--- src/rtl/ntt_intt_ip_pkg.sv ---
// Shared definitions for the NTT/INTT IP sequencer.
// Op codes, sequencer state encoding and default sizing constants.
package ntt_intt_ip_pkg;

    localparam logic [5:0] NTT  = 6'h01;
    localparam logic [5:0] INTT = 6'h02;

    localparam int N_COEFF_DEF = 256;
    localparam int TIMEOUT_DEF = 65535;

    typedef enum logic [3:0] {
        IDLE,
        LOAD,
        FILL,
        KICK,
        RUN,
        READ,
        DRAIN,
        DONE,
        ERR
    } seq_state_e;

    function automatic logic op_valid(input logic [5:0] op);
        return (op == NTT) || (op == INTT);
    endfunction

endpackage

--- src/rtl/ntt_intt_out_buf.sv ---
// One-entry valid/ready skid register between core readout and consumer.
// Ports: push/push_data in, can_push out, out_valid/out_data/pop_ready, flush.
module ntt_intt_out_buf #(
    parameter int DATA_W = 32
) (
    input  logic              clk,
    input  logic              rst_n,
    input  logic              flush,
    input  logic              push,
    input  logic [DATA_W-1:0] push_data,
    input  logic              pop_ready,
    output logic              can_push,
    output logic              out_valid,
    output logic [DATA_W-1:0] out_data
);

    logic              full_q;
    logic [DATA_W-1:0] data_q;
    logic              pop;
    logic              load;

    // A pop in the same cycle frees the slot, so capture can overlap it.
    assign pop      = full_q & pop_ready;
    assign can_push = ~full_q | pop;
    assign load     = push & can_push;

    always_ff @(posedge clk or negedge rst_n) begin
        if (!rst_n) begin
            full_q <= 1'b0;
            data_q <= '0;
        end else begin
            if (flush) begin
                full_q <= 1'b0;
            end else if (load) begin
                full_q <= 1'b1;
            end else if (pop) begin
                full_q <= 1'b0;
            end
            if (load && !flush) begin
                data_q <= push_data;
            end
        end
    end

    assign out_valid = full_q;
    assign out_data  = data_q;

endmodule

--- src/rtl/ntt_intt_ip_seq.sv ---
// Job sequencer driving the NTT/INTT core: load, fill, kick, run, read, drain.
// Ports: job control, input stream, core strobes/data, output stream, status.
module ntt_intt_ip_seq
    import ntt_intt_ip_pkg::*;
#(
    parameter int N_COEFF        = N_COEFF_DEF,
    parameter int DATA_W         = 32,
    parameter int TIMEOUT_CYCLES = TIMEOUT_DEF
) (
    input  logic                       clk,
    input  logic                       rst_n,
    input  logic                       start_i,
    input  logic [5:0]                 operation_i,
    input  logic                       abort_i,
    input  logic                       in_valid_i,
    input  logic [DATA_W-1:0]          in_data_i,
    output logic                       in_ready_o,
    output logic                       core_load_a_f_o,
    output logic                       core_load_a_i_o,
    output logic                       core_start_fntt_o,
    output logic                       core_start_intt_o,
    output logic                       core_read_a_o,
    output logic [DATA_W-1:0]          core_din_o,
    output logic                       core_din_en_o,
    input  logic                       core_done_i,
    input  logic [DATA_W-1:0]          core_dout_i,
    input  logic                       core_gnt_valid_i,
    output logic                       core_read_en_o,
    output logic                       out_valid_o,
    output logic [DATA_W-1:0]          out_data_o,
    input  logic                       out_ready_i,
    output logic                       busy_o,
    output logic                       done_o,
    output logic                       err_o,
    output logic [$clog2(N_COEFF):0]   cnt_o
);

    localparam int CW = $clog2(N_COEFF) + 1;
    localparam int TW = $clog2(TIMEOUT_CYCLES) + 1;

    seq_state_e        state_q, state_d;
    logic [CW-1:0]     cnt_q;
    logic [TW-1:0]     timer_q;
    logic              op_inv_q;
    logic              bad_op_q;
    logic [DATA_W-1:0] din_q;
    logic              din_en_q;

    logic busy;
    logic abort;
    logic go;
    logic accept;
    logic pop;
    logic last;
    logic buf_can_push;

    assign busy   = (state_q != IDLE);
    assign abort  = abort_i & busy;
    assign go     = (state_q == IDLE) & start_i & op_valid(operation_i);
    assign accept = in_ready_o & in_valid_i;
    assign pop    = out_valid_o & out_ready_i;
    assign last   = (cnt_q == CW'(N_COEFF - 1));

    always_comb begin
        state_d = state_q;
        unique case (state_q)
            IDLE:  if (go) state_d = LOAD;
            LOAD:  state_d = FILL;
            FILL:  if (accept && last) state_d = KICK;
            KICK:  state_d = RUN;
            RUN: begin
                if (core_done_i) begin
                    state_d = READ;
                end else if (timer_q == TW'(TIMEOUT_CYCLES - 1)) begin
                    state_d = ERR;
                end
            end
            READ:  state_d = DRAIN;
            DRAIN: if (pop && last) state_d = DONE;
            DONE:  state_d = IDLE;
            ERR:   state_d = IDLE;
            default: state_d = IDLE;
        endcase
        if (abort) state_d = IDLE;
    end

    // Strobes are masked by abort so an aborted cycle never reaches the core.
    always_comb begin
        in_ready_o        = (state_q == FILL) & ~abort_i;
        core_load_a_f_o   = (state_q == LOAD) & ~op_inv_q & ~abort_i;
        core_load_a_i_o   = (state_q == LOAD) &  op_inv_q & ~abort_i;
        core_start_fntt_o = (state_q == KICK) & ~op_inv_q & ~abort_i;
        core_start_intt_o = (state_q == KICK) &  op_inv_q & ~abort_i;
        core_read_a_o     = (state_q == READ) & ~abort_i;
        core_read_en_o    = (state_q == DRAIN) & buf_can_push & ~abort_i;
        busy_o            = busy;
        done_o            = (state_q == DONE) & ~abort_i;
        err_o             = ((state_q == ERR) & ~abort_i) | bad_op_q;
    end

    always_ff @(posedge clk or negedge rst_n) begin
        if (!rst_n) begin
            state_q  <= IDLE;
            cnt_q    <= '0;
            timer_q  <= '0;
            op_inv_q <= 1'b0;
            bad_op_q <= 1'b0;
            din_q    <= '0;
            din_en_q <= 1'b0;
        end else begin
            state_q  <= state_d;
            bad_op_q <= (state_q == IDLE) & start_i & ~op_valid(operation_i);
            din_en_q <= accept;
            if (accept) din_q <= in_data_i;
            if (go) op_inv_q <= (operation_i == INTT);

            if (abort || state_q == LOAD || state_q == READ) begin
                cnt_q <= '0;
            end else if (accept || (state_q == DRAIN && pop)) begin
                cnt_q <= cnt_q + CW'(1);
            end

            if (state_q == KICK) begin
                timer_q <= '0;
            end else if (state_q == RUN) begin
                timer_q <= timer_q + TW'(1);
            end
        end
    end

    assign core_din_o    = din_q;
    assign core_din_en_o = din_en_q;
    assign cnt_o         = cnt_q;

    ntt_intt_out_buf #(
        .DATA_W(DATA_W)
    ) u_out_buf (
        .clk      (clk),
        .rst_n    (rst_n),
        .flush    (abort),
        .push     (core_gnt_valid_i & core_read_en_o),
        .push_data(core_dout_i),
        .pop_ready(out_ready_i),
        .can_push (buf_can_push),
        .out_valid(out_valid_o),
        .out_data (out_data_o)
    );

endmodule

--- config.mk ---
export PLATFORM = sky130hd
export DESIGN_NAME = ntt_intt_ip_seq
export DESIGN_NICKNAME = d
export VERILOG_FILES = /design/src/rtl/ntt_intt_ip_pkg.sv /design/src/rtl/ntt_intt_out_buf.sv /design/src/rtl/ntt_intt_ip_seq.sv
export SDC_FILE = /design/constraint.sdc
export NUM_CORES = 1
export LEC_CHECK = 0
export ABC_AREA = 1
export CAP_MARGIN = 5
export CORE_MARGIN = 4
export CORE_UTILIZATION = 48
export CTS_CLUSTER_SIZE = 25
export DETAILED_ROUTE_END_ITERATION = 10
export PLACE_DENSITY = 0.85
export REMOVE_ABC_BUFFERS = 1
export SLEW_MARGIN = 25
export SYNTH_ARGS = -nofsm -noshare
export SYNTH_HDL_FRONTEND = slang
export SYNTH_SLANG_ARGS = --single-unit
--- constraint.sdc ---
create_clock -name clk -period 4.7 [get_ports clk]
set_input_delay 0.94 -clock clk [delete_from_list [all_inputs] [get_ports clk]]
set_output_delay 0.94 -clock clk [all_outputs]
set_load 0.02 [all_outputs]
# After elaboration in Yosys (flattened, before gate mapping)

Index checks and enable logic that the tools add are counted.

RAM bits: 0
Word-level logic and storage cells: 84
ROM bits: 0
Input port bits: 78
Output and inout bits: 85
Memories kept: 0
Latch bits: 0
Register bits: 98

Reduce and logical (&&, ||, !) cells: 15
Bitwise logic cells: 28
$add $sub $neg: 2
Mux-type cells: 14
Order comparisons: 0
Div/mod/pow operators: 0
Equal/unequal tests: 16
$mul: 0
Shifts and indexed selects: 0

Operators by type and width:

| kind                                                              | number |
|---|---|
| 17-bit two-way mux                                                | 2 |
| 4-bit case mux with 7 select lines                                | 1 |
| 4-bit two-way mux                                                 | 6 |
| 1-bit bitwise AND                                                 | 22 |
| 9-bit two-way mux                                                 | 2 |
| 17-bit by 1-bit adder with 17-bit output, second input constant   | 1 |
| 17-bit by 16-bit == test with 1-bit output, second input constant | 1 |
| 4-bit by 3-bit == test with 1-bit output, second input constant   | 4 |
| 9-bit by 1-bit adder with 9-bit output, second input constant     | 1 |
| 9-bit by 8-bit == test with 1-bit output, second input constant   | 1 |
| 3-bit inequality test, second input constant                      | 3 |
| 4-bit by 2-bit == test with 1-bit output, second input constant   | 2 |
| 6-bit by 1-bit == test with 1-bit output, second input constant   | 1 |
| 6-bit by 2-bit == test with 1-bit output, second input constant   | 1 |
| 4-bit by 1-bit == test with 1-bit output, second input constant   | 1 |
| 4-bit == test, second input constant                              | 1 |
| 1-bit logical AND                                                 | 4 |
| 4-bit zero test                                                   | 1 |
| 1-bit logical OR                                                  | 4 |
| 4-bit inequality test, second input constant                      | 1 |
| 1-bit NOT                                                         | 4 |
| 4-bit AND reduction                                               | 1 |
| 2-bit nonzero test                                                | 2 |
| 4-bit nonzero test                                                | 1 |
| 4 further kinds                                                   | 7 |

# Logic depth before layout (Yosys ltp)

Depth in word-level cells: 8
Depth in mapped cells: 13
Gate-level depth less buffers: 13

# Cells and area by module

A second synthesis with hierarchy kept.

Cells, all modules: 581
Area, all modules: 4,680.7 um^2

By module, submodules not included:

| module           | area each (um^2) | seq. area each (um^2) | instances | cells an instance |
|---|---|---|---|---|
| ntt_intt_ip_seq  | 3,354.5          | 1,626.6               | 1         | 437 |
| ntt_intt_out_buf | 1,326.3          | 825.8                 | 1         | 144 |

# Worst setup path after synthesis

Ideal clock, no wire load.

Kind: input-to-output
From: in out_ready_i
To: out core_read_en_o
Buffers on the path: 1
Cell stages on the path: 3
Arrival: 1.609 ns
Required time: 3.760 ns
Setup slack: 2.151 ns
Path through: nor2_1 > nor4_4 > buf_2

Cells in the longest elaborated chain, start to end: 4

Ends and longest elaborated chain:

| what                            | line                   | text |
|---|---|---|
| from (decl)                     | ntt_intt_ip_seq.sv:31  | `input logic out_ready_i,` |
| 1-bit bitwise AND               | ntt_intt_out_buf.sv:23 | `assign pop = full_q & pop_ready;` |
| 1-bit OR                        | ntt_intt_out_buf.sv:24 | `assign can_push = ~full_q \| pop;` |
| 1-bit bitwise AND (2 in series) | ntt_intt_ip_seq.sv:95  | `core_read_en_o = (state_q == DRAIN) & buf_can_push & ~abort_i;` |
| to (decl)                       | ntt_intt_ip_seq.sv:28  | `output logic core_read_en_o,` |

Every way passes these cells.

# Worst setup path after layout

From: in abort_i
To: out core_read_en_o

Cells in the longest elaborated chain, start to end: 2

Ends and longest elaborated chain:

| what              | line                  | text |
|---|---|---|
| from (decl)       | ntt_intt_ip_seq.sv:14 | `input logic abort_i,` |
| 1-bit NOT         | ntt_intt_ip_seq.sv:95 |  |
| 1-bit bitwise AND | ntt_intt_ip_seq.sv:95 |  |

Every way passes these cells.

==> reports/qor.csv <==
metric;value;unit
max_freq;270.9;MHz
cts_buffer_depth;2;
cts_resized;0;
root_buffer;clkbuf_8;
grt_pass1_wl;20110;µm
cellPowerDensity;490.5;mW/mm²
hpwlAfterDp;9065;µm
postPlaceCellArea;0.006162;mm²
grt_pass1_vias;4123;
combPwrFrac;0.427;
internal-power;1.934;mW
hold_class;reg2reg;
p_switching;1.190;mW
cts_hold_buf;0;
wl_per_cell;14.80;µm
synth_common_cells;nand2_1, dfrtp_1, nand3_1;
synth_ff_type;dfrtp_1;
wirelength;12270;µm
rsz0062_at_grt;false;
setup.worst_path.start;abort_i;
syn-cell-area;0.004466;mm²
maxCapViolations;0;
cp_data_required_time;3760;ps
drive_gt1_frac;0.04300;
htree_levels;3;
vias;4275;
synth_most_common_cell;nand2_1;
die_width;104.5;µm
endpoint_kind;output pin;
synth_area_leaders;dfrtp_1, nand2_1, nand3_1, inv_1, nor2_1;
final_area;0.006370;mm²
fp.coreArea;0.008891;mm²
die_h;104.5;µm
grt_max_degree;84;
synthArstFlopShare;1.000;
drt_first_pass_iters;5;
ios;163;
n_antenna_cell;0;
critPathKind;in2out;
place.port_buffers;162;
fillers;691;
clk_pin_slew_worst_paths;80;ps
placementRows;34;
ant_nets;0;
cts_buffers;9;
gp_congestion;0.8579;
drc;0;
synth_top_cell_by_area;dfrtp_1;
drt_iter0_drc;304;
fin_util;0.7164;
reg2reg_from;state_q[0];
power.share.sequential;0.396;
clock_latency;360;ps
yosys_warnings;0;
finalCritPeriodShare;0.7855;
start_kind;input port;
tns;0;ps
initial_core_util;0.5023;
area_delta_synth_final;42.65;%
post-cts-setup-buffers;0;
synth-edff-count;0;
synth_area_per_cell;8.003;µm²
tightest_slew;772.4;ps
cts_tree;yes;
hold_viol_final;0;
ff2ff_path_depth;7;
postSynthCellCount;558;
setup_viol;0;
ff2ff_setup_slack;2250;ps
relSlewSlack;0.4851;
synth.top_cell.area_share;0.5492;
viasPerCell;5.157;
vdd_drop_max;0.3430;mV
grtUsageTotal;0.2258;
dieArea;0.01091;mm²
grt-ovfl-total;0;
fin_crit;3692;ps
finalMaxSlewViolations;0;
crit_path_end;core_read_en_o;
pwr-share-clk;0.178;
fin_skew;8.027;ps
cts_sinks;98;
synth_seq_cells;98;
cp_data_arrival_time;2750;ps
yosysUniqueCellTypes;27;
yosysSeqAreaShare;0.5492;
nNetsFinal;798;
p_leak;3.114;nW
r2r-end;core_din_o[28];
swShare;0.3810;
status;finished, final reports clean;
grt_antenna_before_repair;0;
cp_max_fo;11;
-- final cells by class --
cell class	count	area, µm²	area share
clock inverters	5	62.56	0.009821
inverters	51	191.4	0.03005
clock buffers	11	141.4	0.02220
repair buffers	165	1645	0.2583
multi-input cells	391	1742	0.2734
flip-flops and latches	98	2452	0.3850
well taps	108	135.1	0.02121
-- metal layers --
metal | track usage | wire, µm | vias to the layer above | part of all wire
met3 | 0.04842 | 808 | 17 | 0.066
met4 | 0.08262 | 218 | 0 | 0.018
met2 | 0.3796 | 6304 | 138 | 0.51
met5 | 0 | 0 | - | 0
li1 | - | - | 2087 | -
met1 | 0.2869 | 4938 | 2033 | 0.40
-- power groups by stage --
stage	Combinational, mW	Clock [mW]	Sequential, mW
6_report	1.33	0.555	1.24
5_1_grt	1.45	0.597	1.27
4_1_cts	1.35	0.564	1.23
3_5_place_dp	1.34	0	1.25
3_3_place_gp	1.30	0	1.23
2_1_floorplan	0.381	0	1.50
-- kinds of logic after synthesis --
kind of cell             count (synthesis)  synth area share
buffers and inverters                   69           0.06080
adder cells (fa/ha/maj)                  4           0.01121
flip-flops                              98            0.5492
XOR/XNOR                                 1          0.001962
AND/OR/NAND/NOR                        344            0.3250
AO/OA/AOI/OAI                           42           0.05183
-- how the worst min path moves through the flow --
stage / cells after the start / from / end / slack, ps
global route: 2 / u_out_buf.out_data[17] / u_out_buf.out_data[17] / 500
detailed placement: 2 / u_out_buf.out_data[21] / u_out_buf.out_data[21] / 460
global placement: 2 / u_out_buf.out_data[9] / u_out_buf.out_data[9] / 450
floorplan: 1 / timer_q[15] / timer_q[15] / 440
CTS: 1 / timer_q[15] / timer_q[15] / 480
finish: 2 / u_out_buf.out_data[8] / u_out_buf.out_data[8] / 470
-- worst max-delay path, cell delays in order --
cell and delay (ps):
clkdlybuf4s50_1 630, nor4_4 480, clkdlybuf4s50_1 690
-- metrics by stage --
stage / worst slack [ps] / instances / power (mW) / hold WS (ps)
detailed placement: 1010 / 813 / 2.589 / 458.0
CTS: 985.8 / 829 / 3.146 / 476.0
global placement: 1028 / 813 / 2.537 / 453.4
global route: 947.0 / 829 / 3.313 / 498.8
finish: 1008 / 829 / 3.124 / 474.2
floorplan: 1723 / 540 / 1.878 / 437.7
-- placed cells by master, fill, tap and decap left out --
cell type        synthesis  layout
nand2_1                219     219
clkdlybuf4s50_1          0     161
dfrtp_1                 98      98
nand3_1                 50      50
inv_1                   47      47
nor2_1                  43      43
o21ai_0                 23      23
nand4_1                 13      13
a21oi_1                 11      11
clkbuf_8                 0      10
nor3_1                   9       9
inv_2                    4       4
ha_1                     4       4
nand2_2                  3       3
o31ai_1                  3       3
buf_4                    0       3
nand3_2                  2       2
a31oi_1                  2       2
clkinvlp_4               0       2
nor4_4                   1       1
a41o_1                   1       1
nor4_1                   1       1
nor2_4                   1       1
nand3b_1                 1       1
nor2_2                   1       1
a2bb2oi_1                1       1
o21a_1                   1       1
xnor2_1                  1       1
clkinv_4                 0       1
bufinv_16                0       1
inv_6                    0       1
clkbuf_1                 7       1
buf_6                    0       1
-- flip-flops by register name (all words and copies together), names as in the netlist --
| name | count |
|---|---|
| core_din_o | 32 |
| u_out_buf.out_valid | 1 |
| u_out_buf.out_data | 32 |
| cnt_o | 9 |
| timer_q | 17 |
| state_q | 4 |
| bad_op_q | 1 |
| core_din_en_o | 1 |
| op_inv_q | 1 |
No activity file was read; power rests on OpenSTA's default activity.
